$ cat src/rtl/sti_frontend_if.sv
// Sample stream, probe input and config bus for sti_frontend.
// The master side is the host/board; the slave side is the front end itself.
interface sti_frontend_if #(
  parameter int unsigned SDW = 32
);
  localparam int unsigned GRP = SDW / 8;

  logic [SDW-1:0] ext_data;
  logic           arm;
  logic           cfg_wr;
  logic [1:0]     cfg_sel;
  logic [31:0]    cfg_data;
  logic           sto_valid;
  logic           sto_ready;
  logic [SDW-1:0] sto_data;
  logic [GRP-1:0] sto_keep;
  logic           overrun;

  modport master (
    output ext_data, arm, cfg_wr, cfg_sel, cfg_data, sto_ready,
    input  sto_valid, sto_data, sto_keep, overrun
  );

  modport slave (
    input  ext_data, arm, cfg_wr, cfg_sel, cfg_data, sto_ready,
    output sto_valid, sto_data, sto_keep, overrun
  );
endinterface

$ cat src/rtl/sti_frontend.sv
// Sample-input front end: synchronise, rate-divide, pack enabled byte groups, stream out.
// Optional per-bit glitch filter behind STI_FRONTEND_GLITCH_FILTER_EN.
module sti_frontend #(
  parameter int unsigned SDW         = 32,
  parameter int unsigned SYNC_STAGES = 2,
  parameter int unsigned DIV_W       = 24
) (
  input logic           sys_clk,
  input logic           sys_rst_n,
  sti_frontend_if.slave bus
);
  localparam int unsigned GRP = SDW / 8;

  typedef enum logic {IDLE, RUN} state_t;

  state_t         state, state_nxt;
  logic [SDW-1:0] sync_q [SYNC_STAGES];
  logic [SDW-1:0] in_data;
  logic [SDW-1:0] sample_src;
  logic [DIV_W-1:0] div, cnt;
  logic [GRP-1:0] group_en;
  logic           test_mode;
  logic [SDW-1:0] test_cnt;
  logic           start, tick, load, consume;
  logic [SDW-1:0] pack_data;
  logic [GRP-1:0] pack_keep;
  int unsigned    lane;
  logic           unused_cfg;

  assign unused_cfg = ^bus.cfg_data;

  always_ff @(posedge sys_clk or negedge sys_rst_n) begin
    if (!sys_rst_n) begin
      for (int unsigned i = 0; i < SYNC_STAGES; i++) sync_q[i] <= '0;
    end else begin
      sync_q[0] <= bus.ext_data;
      for (int unsigned i = 1; i < SYNC_STAGES; i++) sync_q[i] <= sync_q[i-1];
    end
  end

`ifdef STI_FRONTEND_GLITCH_FILTER_EN
  logic [SDW-1:0] filt_q;
  logic [SDW-1:0] sync_diff;

  // A bit follows the synchroniser only once its last two stages agree.
  assign sync_diff = sync_q[SYNC_STAGES-1] ^ sync_q[SYNC_STAGES-2];

  always_ff @(posedge sys_clk or negedge sys_rst_n) begin
    if (!sys_rst_n) filt_q <= '0;
    else            filt_q <= (sync_q[SYNC_STAGES-1] & ~sync_diff) | (filt_q & sync_diff);
  end

  assign in_data = filt_q;
`else
  assign in_data = sync_q[SYNC_STAGES-1];
`endif

  always_ff @(posedge sys_clk or negedge sys_rst_n) begin
    if (!sys_rst_n) state <= IDLE;
    else            state <= state_nxt;
  end

  always_comb begin
    state_nxt = state;
    start     = 1'b0;
    tick      = 1'b0;
    case (state)
      IDLE: begin
        if (bus.arm) begin
          state_nxt = RUN;
          start     = 1'b1;
        end
      end
      RUN: begin
        if (!bus.arm)        state_nxt = IDLE;
        else if (cnt == '0)  tick      = 1'b1;
      end
      default: state_nxt = IDLE;
    endcase
  end

  always_ff @(posedge sys_clk or negedge sys_rst_n) begin
    if (!sys_rst_n) begin
      div       <= '0;
      group_en  <= '1;
      test_mode <= 1'b0;
      cnt       <= '0;
      test_cnt  <= '0;
    end else begin
      if (bus.cfg_wr) begin
        case (bus.cfg_sel)
          2'd0: div <= bus.cfg_data[DIV_W-1:0];
          2'd1: begin
            group_en  <= bus.cfg_data[GRP-1:0];
            test_mode <= bus.cfg_data[8];
          end
          default: ;
        endcase
      end
      if (start) begin
        cnt      <= div;
        test_cnt <= '0;
      end else if (state == RUN) begin
        cnt <= (cnt == '0) ? div : cnt - 1'b1;
        if (tick && test_mode) test_cnt <= test_cnt + 1'b1;
      end
    end
  end

  assign sample_src = test_mode ? test_cnt : in_data;

  always_comb begin
    pack_data = '0;
    pack_keep = '0;
    lane      = 0;
    for (int unsigned g = 0; g < GRP; g++) begin
      if (group_en[g]) begin
        pack_data[lane*8 +: 8] = sample_src[g*8 +: 8];
        pack_keep[lane]        = 1'b1;
        lane                   = lane + 1;
      end
    end
  end

  assign load    = tick && (group_en != '0);
  assign consume = bus.sto_valid && bus.sto_ready;

  always_ff @(posedge sys_clk or negedge sys_rst_n) begin
    if (!sys_rst_n) begin
      bus.sto_valid <= 1'b0;
      bus.sto_data  <= '0;
      bus.sto_keep  <= '0;
      bus.overrun   <= 1'b0;
    end else begin
      if (start) bus.overrun <= 1'b0;
      if (load && (!bus.sto_valid || bus.sto_ready)) begin
        bus.sto_data  <= pack_data;
        bus.sto_keep  <= pack_keep;
        bus.sto_valid <= 1'b1;
      end else if (load) begin
        bus.overrun <= 1'b1;
      end else if (consume) begin
        bus.sto_valid <= 1'b0;
      end
    end
  end
endmodule

$ cat src/flat_wrapper.sv
// flat-port wrapper written by rule: the top's interface ports become plain ports
module sti_frontend_flat 
#(
  parameter int unsigned SDW         = 32,
  parameter int unsigned SYNC_STAGES = 2,
  parameter int unsigned DIV_W       = 24
)
  (sys_clk, sys_rst_n, bus_ext_data, bus_arm, bus_cfg_wr, bus_cfg_sel, bus_cfg_data, bus_sto_ready, bus_sto_valid, bus_sto_data, bus_sto_keep, bus_overrun);
  sti_frontend_if #(.SDW(SDW)) bus_i ();
  input logic sys_clk;
  input logic sys_rst_n;
  input wire logic [$bits(bus_i.ext_data)-1:0] bus_ext_data;
  input wire logic [$bits(bus_i.arm)-1:0] bus_arm;
  input wire logic [$bits(bus_i.cfg_wr)-1:0] bus_cfg_wr;
  input wire logic [$bits(bus_i.cfg_sel)-1:0] bus_cfg_sel;
  input wire logic [$bits(bus_i.cfg_data)-1:0] bus_cfg_data;
  input wire logic [$bits(bus_i.sto_ready)-1:0] bus_sto_ready;
  output wire logic [$bits(bus_i.sto_valid)-1:0] bus_sto_valid;
  output wire logic [$bits(bus_i.sto_data)-1:0] bus_sto_data;
  output wire logic [$bits(bus_i.sto_keep)-1:0] bus_sto_keep;
  output wire logic [$bits(bus_i.overrun)-1:0] bus_overrun;
  assign bus_i.ext_data = bus_ext_data;
  assign bus_i.arm = bus_arm;
  assign bus_i.cfg_wr = bus_cfg_wr;
  assign bus_i.cfg_sel = bus_cfg_sel;
  assign bus_i.cfg_data = bus_cfg_data;
  assign bus_i.sto_ready = bus_sto_ready;
  assign bus_sto_valid = bus_i.sto_valid;
  assign bus_sto_data = bus_i.sto_data;
  assign bus_sto_keep = bus_i.sto_keep;
  assign bus_overrun = bus_i.overrun;
  sti_frontend #(.SDW(SDW), .SYNC_STAGES(SYNC_STAGES), .DIV_W(DIV_W)) u_core (.sys_clk(sys_clk), .sys_rst_n(sys_rst_n), .bus(bus_i));
endmodule
$ cat config.mk
export PLATFORM = sky130hd
export DESIGN_NAME = sti_frontend_flat
export DESIGN_NICKNAME = d
export VERILOG_FILES = /design/src/rtl/sti_frontend_if.sv /design/src/rtl/sti_frontend.sv /design/src/flat_wrapper.sv
export SDC_FILE = /design/constraint.sdc
export NUM_CORES = 1
export LEC_CHECK = 0
export BUFFER_PORTS_ARGS = -buffer_cell sky130_fd_sc_hd__buf_2
export CORE_AREA = 2 2 144 146
export CTS_CLUSTER_DIAMETER = 120
export DETAILED_ROUTE_END_ITERATION = 12
export DIE_AREA = 0 0 146 148
export GPL_TIMING_DRIVEN = 1
export PLACE_DENSITY_LB_ADDON = 0.25
export SYNTH_ARGS = -nofsm -noshare
export SYNTH_HDL_FRONTEND = slang
export SYNTH_SLANG_ARGS = --single-unit
$ cat constraint.sdc
create_clock -name sys_clk -period 4.4 [get_ports sys_clk]
set_input_delay 1.1 -clock sys_clk [delete_from_list [all_inputs] [get_ports sys_clk]]
set_output_delay 1.1 -clock sys_clk [all_outputs]
set_load 0.01 [all_outputs]
==> metrics.txt, run 1 <==
# TYPE chip_impl_metric gauge
chip_impl_info{name="start_to_end_type_of_the_worst_setup_path",value="register to register"} 1
chip_impl_metric{name="yosysWarnings",unit=""} 0
chip_impl_info{name="holdCritPathClass",value="register to register"} 1
chip_impl_metric{name="detail_route.vias_per_cell",unit=""} 5.63
chip_impl_metric{name="finalWirelength",unit="mm"} 21.5
chip_impl_metric{name="yosys.area_share.adder",unit=""} 0.0176
chip_impl_metric{name="num_rows",unit=""} 52
chip_impl_metric{name="async_set_or_reset_register_ratio_after_synthesis",unit=""} 1.00
chip_impl_metric{name="grt_max_degree",unit=""} 97
chip_impl_info{name="critical_path.slowest_cell",value="sky130_fd_sc_hd__dfstp_2"} 1
chip_impl_info{name="cts_root_buffer",value="sky130_fd_sc_hd__clkbuf_16"} 1
chip_impl_metric{name="global_route.usage.total",unit=""} 0.204
chip_impl_metric{name="setup_violations",unit=""} 0
chip_impl_metric{name="numClockSinks",unit=""} 188
chip_impl_metric{name="min_period",unit="ns"} 3.43
chip_impl_metric{name="first_global_vias",unit=""} 6559
chip_impl_metric{name="ios",unit=""} 109
chip_impl_metric{name="num-fill-cells",unit=""} 1867
chip_impl_metric{name="post_synth.cell_area_avg",unit="sq um"} 10.7
chip_impl_metric{name="die_area",unit="sq um"} 21600
chip_impl_metric{name="timing.fmax",unit="GHz"} 0.292
chip_impl_metric{name="hpwlAfterDp",unit="mm"} 15.3
chip_impl_metric{name="wire_per_inst",unit="microns"} 17.8
chip_impl_metric{name="grt_overflow",unit=""} 0
chip_impl_metric{name="antenna_found_initial",unit=""} 0
chip_impl_metric{name="power",unit="mW"} 4.33
chip_impl_metric{name="worstRegToRegCells",unit=""} 11
chip_impl_metric{name="dr_total_vias",unit=""} 6798
chip_impl_info{name="rsz0062_at_grt",value="no"} 1
chip_impl_metric{name="final_worst_path_period_share",unit=""} 0.780
chip_impl_metric{name="critical_path.max_stage_delay",unit="ns"} 0.61
chip_impl_metric{name="setup.reg_to_reg.worst_slack",unit="ns"} 0.97
chip_impl_metric{name="post_synth_and_or_nand_nor_area_fraction",unit=""} 0.181
chip_impl_metric{name="grt_first_pass_wirelength",unit="mm"} 35.1
chip_impl_metric{name="initial_utilization",unit=""} 0.446
chip_impl_metric{name="slew-limit-headroom",unit=""} 0.410
chip_impl_metric{name="muxShareOfSynthArea",unit=""} 0.0893
chip_impl_info{name="worst_r2r_startpoint",value="u_core.group_en[0]"} 1
chip_impl_metric{name="place_congestion",unit=""} 0.910
chip_impl_metric{name="whs",unit="ns"} 0.349
chip_impl_metric{name="ant_nets",unit=""} 0
chip_impl_info{name="synth_flop_cell",value="sky130_fd_sc_hd__dfrtp_1"} 1
chip_impl_metric{name="timing.final.max_slew_violations",unit=""} 0
chip_impl_metric{name="num_antenna_cells",unit=""} 0
chip_impl_metric{name="synth-edff-count",unit=""} 0
chip_impl_metric{name="mappedNetlistNets",unit=""} 922
chip_impl_metric{name="core_area",unit="sq um"} 20000
chip_impl_metric{name="count_of_maximum_capacitance_violations",unit=""} 0
chip_impl_metric{name="path_max_fanout",unit=""} 18
chip_impl_metric{name="worst-endpoint-arrival",unit="ns"} 3.76
chip_impl_metric{name="io_buffer_count",unit=""} 100
chip_impl_info{name="critical-path-top-cell-by-count",value="sky130_fd_sc_hd__ha_1"} 1
chip_impl_metric{name="vdd.ir_drop.worst",unit="mV"} 0.268
chip_impl_metric{name="synth_area",unit="sq um"} 8940
chip_impl_metric{name="cts.htree.levels",unit=""} 4
chip_impl_metric{name="synth_xor_area_frac",unit=""} 0.0157
chip_impl_info{name="worst_hold_path.endpoint",value="u_core.in_data[12]"} 1
chip_impl_metric{name="layout-area-overhead-vs-synth",unit="%"} 15.4
chip_impl_metric{name="worstMarginPinSlew",unit="ns"} 0.884
chip_impl_metric{name="cts_resized",unit=""} 0
chip_impl_metric{name="cts-root-to-sink-buffers",unit=""} 2
chip_impl_metric{name="drcViolationCount",unit=""} 0
chip_impl_info{name="timing.rr.end",value="u_core.bus.sto_data[1]"} 1
chip_impl_metric{name="compound_cell_area_share_of_the_yosys_netlist",unit=""} 0.140
chip_impl_metric{name="post_synth_num_cell_types",unit=""} 64
chip_impl_metric{name="fp.dieW",unit="microns"} 146
chip_impl_metric{name="min_delay_path_depth",unit=""} 0
chip_impl_info{name="setup.worst_path.end_class",value="register"} 1
chip_impl_info{name="worst_hold_startpoint",value="u_core.sync_q[44]"} 1
chip_impl_metric{name="synth-seq-cells",unit=""} 188
chip_impl_metric{name="synth.yosys.seq_area_share",unit=""} 0.527
chip_impl_info{name="timing.critical_path.max_delay_family",value="adder cells"} 1
chip_impl_metric{name="worst_ep_required_time",unit="ns"} 4.73
chip_impl_metric{name="power.leakage",unit="nW"} 4.57
chip_impl_info{name="crit_chain",value="clkinv_1, ha_1, inv_1, mux2_2, inv_1, ha_1, ha_1, nor4_1, and3_1, a211oi_1, o31ai_1"} 1
chip_impl_metric{name="tritoncts.num_buffers",unit=""} 17
chip_impl_info{name="outcome",value="complete, no violations"} 1
chip_impl_metric{name="syn-instance-count",unit=""} 839
chip_impl_metric{name="cts_hold_repair.buffers",unit=""} 0
chip_impl_metric{name="post_route_cells_drive_above_1_share",unit=""} 0.239
chip_impl_info{name="dominant_combinational_cell_family_by_area_after_synthesis",value="simple AND/OR/NAND/NOR gates"} 1
chip_impl_metric{name="die-height",unit="microns"} 148
chip_impl_info{name="tritoncts",value="done"} 1
chip_impl_metric{name="iteration_0_drc_count_of_the_detailed_router",unit=""} 392
chip_impl_info{name="critPathLaunchType",value="register"} 1
chip_impl_metric{name="cts.clk_slew.worst_paths",unit="ns"} 0.07
chip_impl_metric{name="setup-tns-final",unit="ns"} 0
chip_impl_metric{name="finClkSkew",unit="ns"} 0.0114
chip_impl_metric{name="final_hold_viol_count",unit=""} 0
chip_impl_metric{name="dr.pass1.iters",unit=""} 5
chip_impl_metric{name="power.density_cell_area",unit="nW/um^2"} 420
chip_impl_metric{name="final_nets",unit=""} 1008
chip_impl_metric{name="post-cts-setup-buffer-count",unit=""} 0
chip_impl_metric{name="clkLatencyLatePin",unit="ns"} 0.44
chip_impl_metric{name="bufs_and_invs_on_worst_path",unit=""} 3
==> worst register-to-register path, stage by stage (launching register included) <==
cell and delay, ns:
sky130_fd_sc_hd__dfstp_2 0.61, sky130_fd_sc_hd__clkinv_1 0.39, sky130_fd_sc_hd__ha_1 0.43, sky130_fd_sc_hd__inv_1 0.09
sky130_fd_sc_hd__mux2_2 0.18, sky130_fd_sc_hd__inv_1 0.06, sky130_fd_sc_hd__ha_1 0.19, sky130_fd_sc_hd__ha_1 0.30
sky130_fd_sc_hd__nor4_1 0.18, sky130_fd_sc_hd__and3_1 0.51, sky130_fd_sc_hd__a211oi_1 0.13, sky130_fd_sc_hd__o31ai_1 0.27
==> stage by stage <==
step / instance area (sq um) / instances / utilization / setup WS (ns)
finish: 10300 / 1208 / 0.515 / 0.970
global route: 10300 / 1208 / 0.515 / 0.591
CTS: 10300 / 1208 / 0.515 / 0.966
detailed placement: 9710 / 1176 / 0.484 / 0.996
global placement: 9710 / 1176 / 0.484 / 1.05
floorplan: 8940 / 839 / - / 1.17
==> synth_stat cells (5+ instances only) <==
master | instances | area [sq um]
sky130_fd_sc_hd__mux2_2 | 46 | 518
sky130_fd_sc_hd__or3_1 | 20 | 125
sky130_fd_sc_hd__mux2i_1 | 28 | 280
sky130_fd_sc_hd__a211oi_1 | 22 | 165
sky130_fd_sc_hd__buf_2 | 8 | 40.0
sky130_fd_sc_hd__nand4b_1 | 5 | 43.8
sky130_fd_sc_hd__a21o_1 | 10 | 75.1
sky130_fd_sc_hd__dfrtp_1 | 184 | 4600
sky130_fd_sc_hd__or4_1 | 9 | 67.6
sky130_fd_sc_hd__a21oi_1 | 35 | 175
sky130_fd_sc_hd__o31ai_1 | 15 | 113
sky130_fd_sc_hd__ha_1 | 11 | 138
sky130_fd_sc_hd__xor2_1 | 6 | 52.6
sky130_fd_sc_hd__o22ai_1 | 6 | 37.5
sky130_fd_sc_hd__a31o_2 | 9 | 78.8
sky130_fd_sc_hd__a31oi_1 | 6 | 37.5
sky130_fd_sc_hd__nand2_1 | 78 | 293
sky130_fd_sc_hd__nor4_1 | 21 | 131
sky130_fd_sc_hd__o21ai_0 | 45 | 225
sky130_fd_sc_hd__nand4_1 | 16 | 100
sky130_fd_sc_hd__nand3_1 | 17 | 85.1
sky130_fd_sc_hd__nor2_1 | 57 | 214
sky130_fd_sc_hd__xnor2_1 | 10 | 87.6
sky130_fd_sc_hd__and3_1 | 7 | 43.8
sky130_fd_sc_hd__nor2b_1 | 19 | 119
sky130_fd_sc_hd__and3b_1 | 8 | 70.1
sky130_fd_sc_hd__a22oi_1 | 17 | 128
sky130_fd_sc_hd__nor3_1 | 11 | 55.1
sky130_fd_sc_hd__clkbuf_1 | 33 | 124
sky130_fd_sc_hd__inv_1 | 16 | 60.1
==> state kept, by name, indices dropped and copies added (netlist names) <==
name,count
u_core.div,24
u_core.bus.sto_data,32
u_core.state,1
u_core.bus.sto_keep,4
u_core.cnt,24
u_core.group_en,4
u_core.bus.overrun,1
u_core.test_cnt,32
u_core.test_mode,1
u_core.sync_q,32
u_core.in_data,32
u_core.bus.sto_valid,1
==> layout by cell type, fill, tap and decap left out, types with 4 or more instances in the layout <==
cell type,netlist,layout
sky130_fd_sc_hd__mux2i_1,28,28
sky130_fd_sc_hd__o21ai_0,45,45
sky130_fd_sc_hd__ha_1,11,11
sky130_fd_sc_hd__xnor2_1,10,10
sky130_fd_sc_hd__or2_2,4,4
sky130_fd_sc_hd__buf_2,8,99
sky130_fd_sc_hd__a21o_1,10,10
sky130_fd_sc_hd__nor4_1,21,21
sky130_fd_sc_hd__dfstp_2,4,4
sky130_fd_sc_hd__o31ai_1,15,15
sky130_fd_sc_hd__inv_1,16,16
sky130_fd_sc_hd__nand3_1,17,17
sky130_fd_sc_hd__a31o_2,9,9
sky130_fd_sc_hd__inv_6,0,5
sky130_fd_sc_hd__a31oi_1,6,6
sky130_fd_sc_hd__dfrtp_1,184,184
sky130_fd_sc_hd__or3_1,20,20
sky130_fd_sc_hd__nand2_1,78,78
sky130_fd_sc_hd__nor4_2,4,4
sky130_fd_sc_hd__or4_1,9,9
sky130_fd_sc_hd__nor2_1,57,55
sky130_fd_sc_hd__nand4b_1,5,5
sky130_fd_sc_hd__nor2b_1,19,19
sky130_fd_sc_hd__a22oi_1,17,17
sky130_fd_sc_hd__and3b_1,8,8
sky130_fd_sc_hd__xor2_1,6,6
sky130_fd_sc_hd__buf_4,1,13
sky130_fd_sc_hd__a211oi_1,22,22
sky130_fd_sc_hd__mux2_2,46,46
sky130_fd_sc_hd__a21oi_1,35,35
sky130_fd_sc_hd__clkbuf_16,0,17
sky130_fd_sc_hd__nand4_1,16,16
sky130_fd_sc_hd__o22ai_1,6,6
sky130_fd_sc_hd__nor3_1,11,11
sky130_fd_sc_hd__and3_1,7,7
==> cell type report <==
cell class / instances / area, sq um / area share
clock buffers: 18 / 429 / 0.0416
well taps: 270 / 338 / 0.0328
multi-input cells: 587 / 3970 / 0.385
repair buffers: 114 / 627 / 0.0608
flip-flops and latches: 188 / 4710 / 0.457
inverters: 17 / 63.8 / 0.00619
clock inverters: 14 / 176 / 0.0171
==> worst max path at each step <==
stage | cells after the start | from | to
finish | 11 | u_core.group_en[0] | u_core.bus.sto_data[1]
global placement | 11 | u_core.group_en[0] | u_core.bus.sto_data[4]
global route | 11 | u_core.group_en[0] | u_core.bus.sto_data[6]
floorplan | 13 | u_core.group_en[0] | u_core.bus.sto_data[23]
detailed placement | 11 | u_core.group_en[0] | u_core.bus.sto_data[6]
CTS | 11 | u_core.group_en[0] | u_core.bus.sto_data[6]
==> cell families (layout without fill, tap and decap cells) <==
kind of cell               after synthesis  count (layout)
and+or+nand+nor                        296             296
xor gates and xnor gates                16              16
AOI/OAI and AO/OA                      189             189
DFF                                    188             188
muxes                                   74              74
buffers and inverters                   64             163
adders and majority gates               12              12
==> per-layer routing <==
| layer | global-route usage | wire [microns] |
|---|---|---|
| met3 | 0.0309 | 1020 |
| met5 | 0 | 0 |
| met4 | 0.0680 | 343 |
| met1 | 0.295 | 10100 |
| met2 | 0.319 | 10000 |
==> power breakdown <==
group          total (mW)  internal, mW  leakage, nW  switching, mW
combinational       0.710         0.316         1.92          0.394
sequential           2.04          1.87         2.36          0.171
clock                1.57         0.862        0.293          0.712
Note: power is estimated with default switching activity, not from simulation.
==> inputs of run 2 (changes only) <==
==> constraint.sdc (replaced) <==
create_clock -name sys_clk -period 2.77 [get_ports sys_clk]
set_input_delay 0.6925 -clock sys_clk [delete_from_list [all_inputs] [get_ports sys_clk]]
set_output_delay 0.6925 -clock sys_clk [all_outputs]
set_load 0.01 [all_outputs]
==> metrics.txt, run 2 (synthesis results as in run 1) <==
# TYPE chip_impl_metric gauge
chip_impl_info{name="layout.cells.most_common_list",value="sky130_fd_sc_hd__dfrtp_1, sky130_fd_sc_hd__buf_2, sky130_fd_sc_hd__nand2_1"} 1
chip_impl_metric{name="numClockSinks",unit=""} 188
chip_impl_metric{name="path_max_fanout",unit=""} 14
chip_impl_metric{name="hpwlAfterDp",unit="mm"} 15.5
chip_impl_metric{name="post_route_cells_drive_above_1_share",unit=""} 0.258
chip_impl_info{name="setup.worst_path.end_class",value="register"} 1
chip_impl_metric{name="antenna_found_initial",unit=""} 0
chip_impl_metric{name="num_antenna_cells",unit=""} 0
chip_impl_metric{name="place_congestion",unit=""} 0.857
chip_impl_metric{name="post_dp_cell_area",unit="sq um"} 9910
chip_impl_metric{name="power.density_cell_area",unit="nW/um^2"} 662
chip_impl_metric{name="cts_hold_repair.buffers",unit=""} 0
chip_impl_metric{name="setup-tns-final",unit="ns"} 0
chip_impl_metric{name="die_area",unit="sq um"} 21600
chip_impl_metric{name="multi_input_comb_area",unit="sq um"} 4020
chip_impl_metric{name="io_buffer_count",unit=""} 100
chip_impl_metric{name="setup.reg_to_reg.worst_slack",unit="ns"} 0.15
chip_impl_info{name="tritoncts",value="done"} 1
chip_impl_metric{name="global_route.usage.total",unit=""} 0.209
chip_impl_metric{name="dr_total_vias",unit=""} 6821
chip_impl_metric{name="initial_utilization",unit=""} 0.446
chip_impl_metric{name="ant_nets",unit=""} 0
chip_impl_metric{name="cts-root-to-sink-buffers",unit=""} 2
chip_impl_metric{name="min_period",unit="ns"} 2.62
chip_impl_metric{name="wire_per_inst",unit="microns"} 17.8
chip_impl_metric{name="die-height",unit="microns"} 148
chip_impl_metric{name="ios",unit=""} 109
chip_impl_info{name="cts_root_buffer",value="sky130_fd_sc_hd__clkbuf_16"} 1
chip_impl_metric{name="iteration_0_drc_count_of_the_detailed_router",unit=""} 549
chip_impl_metric{name="grt_first_pass_wirelength",unit="mm"} 35.6
chip_impl_info{name="outcome",value="complete, no violations"} 1
chip_impl_metric{name="final_nets",unit=""} 1027
chip_impl_metric{name="power",unit="mW"} 6.98
chip_impl_metric{name="core_area",unit="sq um"} 20000
chip_impl_metric{name="layout-area-overhead-vs-synth",unit="%"} 18.0
chip_impl_info{name="layout.cells.most_common",value="sky130_fd_sc_hd__dfrtp_1"} 1
chip_impl_metric{name="final_worst_path_period_share",unit=""} 0.948
chip_impl_metric{name="clkLatencyLatePin",unit="ns"} 0.44
chip_impl_metric{name="worst_ep_required_time",unit="ns"} 3.07
chip_impl_metric{name="finalCoreUtilization",unit=""} 0.526
chip_impl_metric{name="cts.htree.levels",unit=""} 4
chip_impl_metric{name="stdcell_area",unit="sq um"} 10500
chip_impl_metric{name="slew-limit-headroom",unit=""} 0.649
chip_impl_metric{name="placed_cells",unit=""} 1192
chip_impl_metric{name="power.leakage",unit="nW"} 4.69
chip_impl_metric{name="final_cell_count_no_fill",unit=""} 1227
chip_impl_info{name="start_to_end_type_of_the_worst_setup_path",value="register to register"} 1
chip_impl_metric{name="timing.final.max_slew_violations",unit=""} 0
chip_impl_metric{name="dr.pass1.iters",unit=""} 5
chip_impl_metric{name="timing.fmax",unit="GHz"} 0.381
chip_impl_metric{name="worst-endpoint-arrival",unit="ns"} 2.93
chip_impl_metric{name="final_hold_viol_count",unit=""} 0
chip_impl_metric{name="finalWirelength",unit="mm"} 21.8
chip_impl_metric{name="setup_ws",unit="ns"} 0.145
chip_impl_metric{name="num-fill-cells",unit=""} 1894
chip_impl_info{name="timing.critical_path.from",value="u_core.group_en[0]"} 1
chip_impl_info{name="worst_r2r_startpoint",value="u_core.group_en[0]"} 1
chip_impl_metric{name="finClkSkew",unit="ns"} 0.0138
chip_impl_metric{name="area.sequential",unit="sq um"} 4710
chip_impl_info{name="critPathLaunchType",value="register"} 1
chip_impl_metric{name="whs",unit="ns"} 0.199
chip_impl_metric{name="place_ws",unit="ns"} 0.149
chip_impl_metric{name="grt_overflow",unit=""} 0
chip_impl_metric{name="count_of_maximum_capacitance_violations",unit=""} 0
chip_impl_metric{name="grt_max_degree",unit=""} 73
chip_impl_info{name="setup.worst_path.end",value="u_core.bus.sto_data[24]"} 1
chip_impl_metric{name="worstRegToRegCells",unit=""} 13
chip_impl_metric{name="worstMarginPinSlew",unit="ns"} 0.522
chip_impl_metric{name="detail_route.vias_per_cell",unit=""} 5.56
chip_impl_info{name="holdCritPathClass",value="input pin to asynchronous set/reset pin"} 1
chip_impl_metric{name="drcViolationCount",unit=""} 0
chip_impl_metric{name="fp.dieW",unit="microns"} 146
chip_impl_metric{name="cts.clk_slew.worst_paths",unit="ns"} 0.07
chip_impl_metric{name="first_global_vias",unit=""} 6658
chip_impl_info{name="timing.rr.end",value="u_core.bus.sto_data[24]"} 1
chip_impl_metric{name="vdd.ir_drop.worst",unit="mV"} 0.402
chip_impl_metric{name="tritoncts.num_buffers",unit=""} 17
chip_impl_metric{name="num_rows",unit=""} 52
chip_impl_metric{name="setup_violations",unit=""} 0
[run 2: report_power, final]
group          switching, mW  total (mW)  internal (mW)  leakage, nW
Combinational          0.688        1.27          0.586         2.04
Clock                   1.10        2.48           1.38        0.289
Sequential             0.256        3.23           2.97         2.36
Total                   2.04        6.98           4.94         4.69
[run 2: timing repair]
item,in CTS,in global routing
endpoints found under the hold margin,0,0
gates resized for setup,0,2
endpoints found under the setup margin,0,17
setup buffers,0,3
[run 2: cell type report]
class	count	share of cell area
repair buffers	133	0.0769
well taps	270	0.0320
clock inverters	13	0.0150
flip-flops and latches	188	0.447
multi-input cells	587	0.381
inverters	17	0.00653
clock buffers	19	0.0420
[run 2: how the worst min path moves through the flow]
| stage | startpoint | end | slack [ns] | cells past startpoint |
|---|---|---|---|---|
| global placement | u_core.sync_q[47] | u_core.in_data[15] | 0.33 | 0 |
| global route | sys_rst_n | u_core.test_cnt[19] | 0.22 | 1 |
| CTS | sys_rst_n | u_core.test_cnt[19] | 0.21 | 1 |
| detailed placement | u_core.sync_q[59] | u_core.in_data[27] | 0.34 | 0 |
| finish | sys_rst_n | u_core.test_cnt[19] | 0.20 | 1 |
| floorplan | u_core.sync_q[32] | u_core.in_data[0] | 0.33 | 0 |
[run 2: per-layer routing]
metal	part of all wire	GRT usage
met1	0.45	0.279
met2	0.50	0.350
met3	0.037	0.0392
met4	0.012	0.0578
met5	0	0
[run 2: worst max-delay path: stages (launching register included)]
cell,delay (ns)
sky130_fd_sc_hd__dfstp_2,0.63
sky130_fd_sc_hd__clkinv_4,0.08
sky130_fd_sc_hd__ha_4,0.18
sky130_fd_sc_hd__inv_1,0.07
sky130_fd_sc_hd__mux2_4,0.16
sky130_fd_sc_hd__inv_1,0.06
sky130_fd_sc_hd__ha_2,0.19
sky130_fd_sc_hd__ha_4,0.27
sky130_fd_sc_hd__nand4b_1,0.11
sky130_fd_sc_hd__nor2_1,0.14
sky130_fd_sc_hd__buf_6,0.16
sky130_fd_sc_hd__and3b_1,0.18
sky130_fd_sc_hd__a21oi_1,0.14
sky130_fd_sc_hd__o21ai_0,0.11
==> inputs of run 3 (changes only) <==
--- a/config.mk
+++ b/config.mk
@@ -6,10 +6,10 @@
 export NUM_CORES = 1
 export LEC_CHECK = 0
 export BUFFER_PORTS_ARGS = -buffer_cell sky130_fd_sc_hd__buf_2
-export CORE_AREA = 2 2 144 146
+export CORE_AREA = 2 2 128 130
 export CTS_CLUSTER_DIAMETER = 120
 export DETAILED_ROUTE_END_ITERATION = 12
-export DIE_AREA = 0 0 146 148
+export DIE_AREA = 0 0 130 132
 export GPL_TIMING_DRIVEN = 1
 export PLACE_DENSITY_LB_ADDON = 0.25
 export SYNTH_ARGS = -nofsm -noshare
==> constraint.sdc (replaced) <==
create_clock -name sys_clk -period 2.63 [get_ports sys_clk]
set_input_delay 0.6575 -clock sys_clk [delete_from_list [all_inputs] [get_ports sys_clk]]
set_output_delay 0.6575 -clock sys_clk [all_outputs]
set_load 0.01 [all_outputs]
==> metrics.txt, run 3 (synthesis results as in run 1) <==
# TYPE chip_impl_metric gauge
chip_impl_metric{name="num_rows",unit=""} 46
chip_impl_info{name="tritoncts",value="done"} 1
chip_impl_metric{name="post_route_cells_drive_above_1_share",unit=""} 0.287
chip_impl_metric{name="timing.fmax",unit="GHz"} 0.378
chip_impl_metric{name="antenna_found_initial",unit=""} 0
chip_impl_metric{name="die_area",unit="sq um"} 17200
chip_impl_metric{name="final_nets",unit=""} 1041
chip_impl_metric{name="min_period",unit="ns"} 2.65
chip_impl_metric{name="worst_ep_required_time",unit="ns"} 2.96
chip_impl_metric{name="finClkSkew",unit="ns"} 0.0103
chip_impl_metric{name="cts-root-to-sink-buffers",unit=""} 2
chip_impl_metric{name="layout-area-overhead-vs-synth",unit="%"} 20.0
chip_impl_metric{name="dr.pass1.iters",unit=""} 5
chip_impl_metric{name="final_worst_path_period_share",unit=""} 1.01
chip_impl_metric{name="place_congestion",unit=""} 0.919
chip_impl_info{name="layout.cells.most_common_list",value="sky130_fd_sc_hd__dfrtp_1, sky130_fd_sc_hd__buf_2, sky130_fd_sc_hd__nand2_1"} 1
chip_impl_metric{name="power.density_cell_area",unit="nW/um^2"} 709
chip_impl_metric{name="initial_utilization",unit=""} 0.569
chip_impl_info{name="start_to_end_type_of_the_worst_setup_path",value="register to register"} 1
chip_impl_info{name="holdCritPathClass",value="input pin to asynchronous set/reset pin"} 1
chip_impl_metric{name="cts.clk_slew.worst_paths",unit="ns"} 0.07
chip_impl_metric{name="grt_first_pass_wirelength",unit="mm"} 35.0
chip_impl_metric{name="hpwlAfterDp",unit="mm"} 14.9
chip_impl_metric{name="setup_violations",unit=""} 2
chip_impl_metric{name="setup_ws",unit="ns"} -0.0175
chip_impl_info{name="cts_root_buffer",value="sky130_fd_sc_hd__clkbuf_16"} 1
chip_impl_info{name="rsz0062_at_grt",value="yes"} 1
chip_impl_metric{name="grt_overflow",unit=""} 0
chip_impl_metric{name="slew-limit-headroom",unit=""} 0.570
chip_impl_metric{name="count_of_maximum_capacitance_violations",unit=""} 0
chip_impl_metric{name="power.leakage",unit="nW"} 4.77
chip_impl_metric{name="core_area",unit="sq um"} 15700
chip_impl_metric{name="fp.dieW",unit="microns"} 130
chip_impl_info{name="critical_path.slowest_cell",value="sky130_fd_sc_hd__dfstp_2"} 1
chip_impl_metric{name="numClockSinks",unit=""} 188
chip_impl_metric{name="power",unit="mW"} 7.60
chip_impl_metric{name="timing.final.max_slew_violations",unit=""} 0
chip_impl_metric{name="first_global_vias",unit=""} 6746
chip_impl_info{name="layout.cells.most_common",value="sky130_fd_sc_hd__dfrtp_1"} 1
chip_impl_metric{name="cts_hold_repair.buffers",unit=""} 0
chip_impl_metric{name="finalCoreUtilization",unit=""} 0.683
chip_impl_metric{name="worstMarginPinSlew",unit="ns"} 0.636
chip_impl_info{name="critPathLaunchType",value="register"} 1
chip_impl_metric{name="num_antenna_cells",unit=""} 0
chip_impl_metric{name="setup-tns-final",unit="ns"} -0.0317
chip_impl_metric{name="global_route.usage.total",unit=""} 0.260
chip_impl_metric{name="io_buffer_count",unit=""} 100
chip_impl_metric{name="ios",unit=""} 109
chip_impl_info{name="setup.worst_path.end_class",value="register"} 1
chip_impl_metric{name="path_max_fanout",unit=""} 8
chip_impl_metric{name="clkLatencyLatePin",unit="ns"} 0.44
chip_impl_metric{name="finalWirelength",unit="mm"} 21.5
chip_impl_metric{name="final_hold_viol_count",unit=""} 0
chip_impl_metric{name="post_dp_cell_area",unit="sq um"} 9950
chip_impl_metric{name="critical_path.max_stage_delay",unit="ns"} 0.64
chip_impl_info{name="timing.critical_path.max_delay_family",value="flip-flops"} 1
chip_impl_metric{name="wire_per_inst",unit="microns"} 18.1
chip_impl_metric{name="dr_total_vias",unit=""} 7156
chip_impl_metric{name="place_ws",unit="ns"} -0.0794
chip_impl_info{name="outcome",value="finished, violations left"} 1
chip_impl_metric{name="stdcell_area",unit="sq um"} 10700
chip_impl_metric{name="cts.htree.levels",unit=""} 4
chip_impl_metric{name="iteration_0_drc_count_of_the_detailed_router",unit=""} 868
chip_impl_info{name="failed_checks",value="setup timing"} 1
chip_impl_metric{name="die-height",unit="microns"} 132
chip_impl_metric{name="vdd.ir_drop.worst",unit="mV"} 0.473
chip_impl_metric{name="grt_max_degree",unit=""} 84
chip_impl_metric{name="detail_route.vias_per_cell",unit=""} 6.03
chip_impl_metric{name="drcViolationCount",unit=""} 0
chip_impl_metric{name="worst-endpoint-arrival",unit="ns"} 2.98
chip_impl_info{name="crit_chain",value="clkinv_4, ha_4, inv_2, mux2_4, inv_4, ha_4, ha_4, nand4b_1, buf_6, or2_4, nor2_1, a211oi_1, a21o_1"} 1
chip_impl_info{name="critical-path-top-cell-by-count",value="sky130_fd_sc_hd__ha_4"} 1
chip_impl_metric{name="bufs_and_invs_on_worst_path",unit=""} 4
chip_impl_metric{name="ant_nets",unit=""} 0
chip_impl_metric{name="tritoncts.num_buffers",unit=""} 17
chip_impl_metric{name="num-fill-cells",unit=""} 1193
[run 3: changes by cell type in the layout (fill, tap and decap cells not counted), moves of 4 or more]
cell                       before  now
sky130_fd_sc_hd__buf_4         28   38
sky130_fd_sc_hd__a211oi_1      22   15
sky130_fd_sc_hd__a211oi_2       0    6
sky130_fd_sc_hd__nor2_4         0    4
[run 3: metrics by stage]
step                cells  hold slack, ns
finish               1187          0.0662
global route         1187          0.0683
CTS                  1181          0.0577
detailed placement   1149           0.335
global placement     1149           0.332
floorplan             839           0.331
[run 3: worst paths after layout]
path | from | to | slack (ns) | cells past startpoint
setup / recovery | u_core.group_en[0] | u_core.bus.sto_data[13] | -0.02 | 13
hold / removal | sys_rst_n | u_core.div[1] | 0.07 | 1
setup reg to reg | u_core.group_en[0] | u_core.bus.sto_data[13] | -0.02 | 13
hold reg to reg | u_core.sync_q[51] | u_core.in_data[19] | 0.34 | 0
max in group asynchronous | sys_rst_n | u_core.test_cnt[15] | 1.87 | 2
min in group sys_clk | bus_ext_data[30] | u_core.sync_q[62] | 0.32 | 1
[run 3: where the power goes]
part / switching [mW] / internal, mW
sequential: 0.264 / 3.13
combinational: 0.834 / 0.697
clock: 1.18 / 1.50
[run 3: per-layer routing]
layer	wire length [microns]	track usage
met1	9750	0.390
met2	9830	0.378
met3	1460	0.0499
met4	457	0.0908
met5	0	0
[run 3: repair_timing]
item,CTS,global route
gates resized for setup,1,24
endpoints found under the setup margin,9,26
gates cloned,0,2
pin swaps,0,10
setup buffers,0,4
[run 3: final cells by class]
| cell class | instances | area (sq um) | area share |
|---|---|---|---|
| Clock buffer | 19 | 453 | 0.0422 |
| Timing Repair Buffer | 145 | 915 | 0.0853 |
| Tap cell | 216 | 270 | 0.0252 |
| Inverter | 17 | 71.3 | 0.00665 |
| Clock inverter | 13 | 168 | 0.0156 |
| Sequential cell | 188 | 4710 | 0.439 |
| Multi-Input combinational cell | 589 | 4140 | 0.386 |
[run 3: worst register-to-register path: stages, from the launching register on]
cell,delay [ns]
sky130_fd_sc_hd__dfstp_2,0.64
sky130_fd_sc_hd__clkinv_4,0.08
sky130_fd_sc_hd__ha_4,0.17
sky130_fd_sc_hd__inv_2,0.05
sky130_fd_sc_hd__mux2_4,0.17
sky130_fd_sc_hd__inv_4,0.04
sky130_fd_sc_hd__ha_4,0.15
sky130_fd_sc_hd__ha_4,0.26
sky130_fd_sc_hd__nand4b_1,0.11
sky130_fd_sc_hd__buf_6,0.16
sky130_fd_sc_hd__or2_4,0.32
sky130_fd_sc_hd__nor2_1,0.14
sky130_fd_sc_hd__a211oi_1,0.09
sky130_fd_sc_hd__a21o_1,0.17
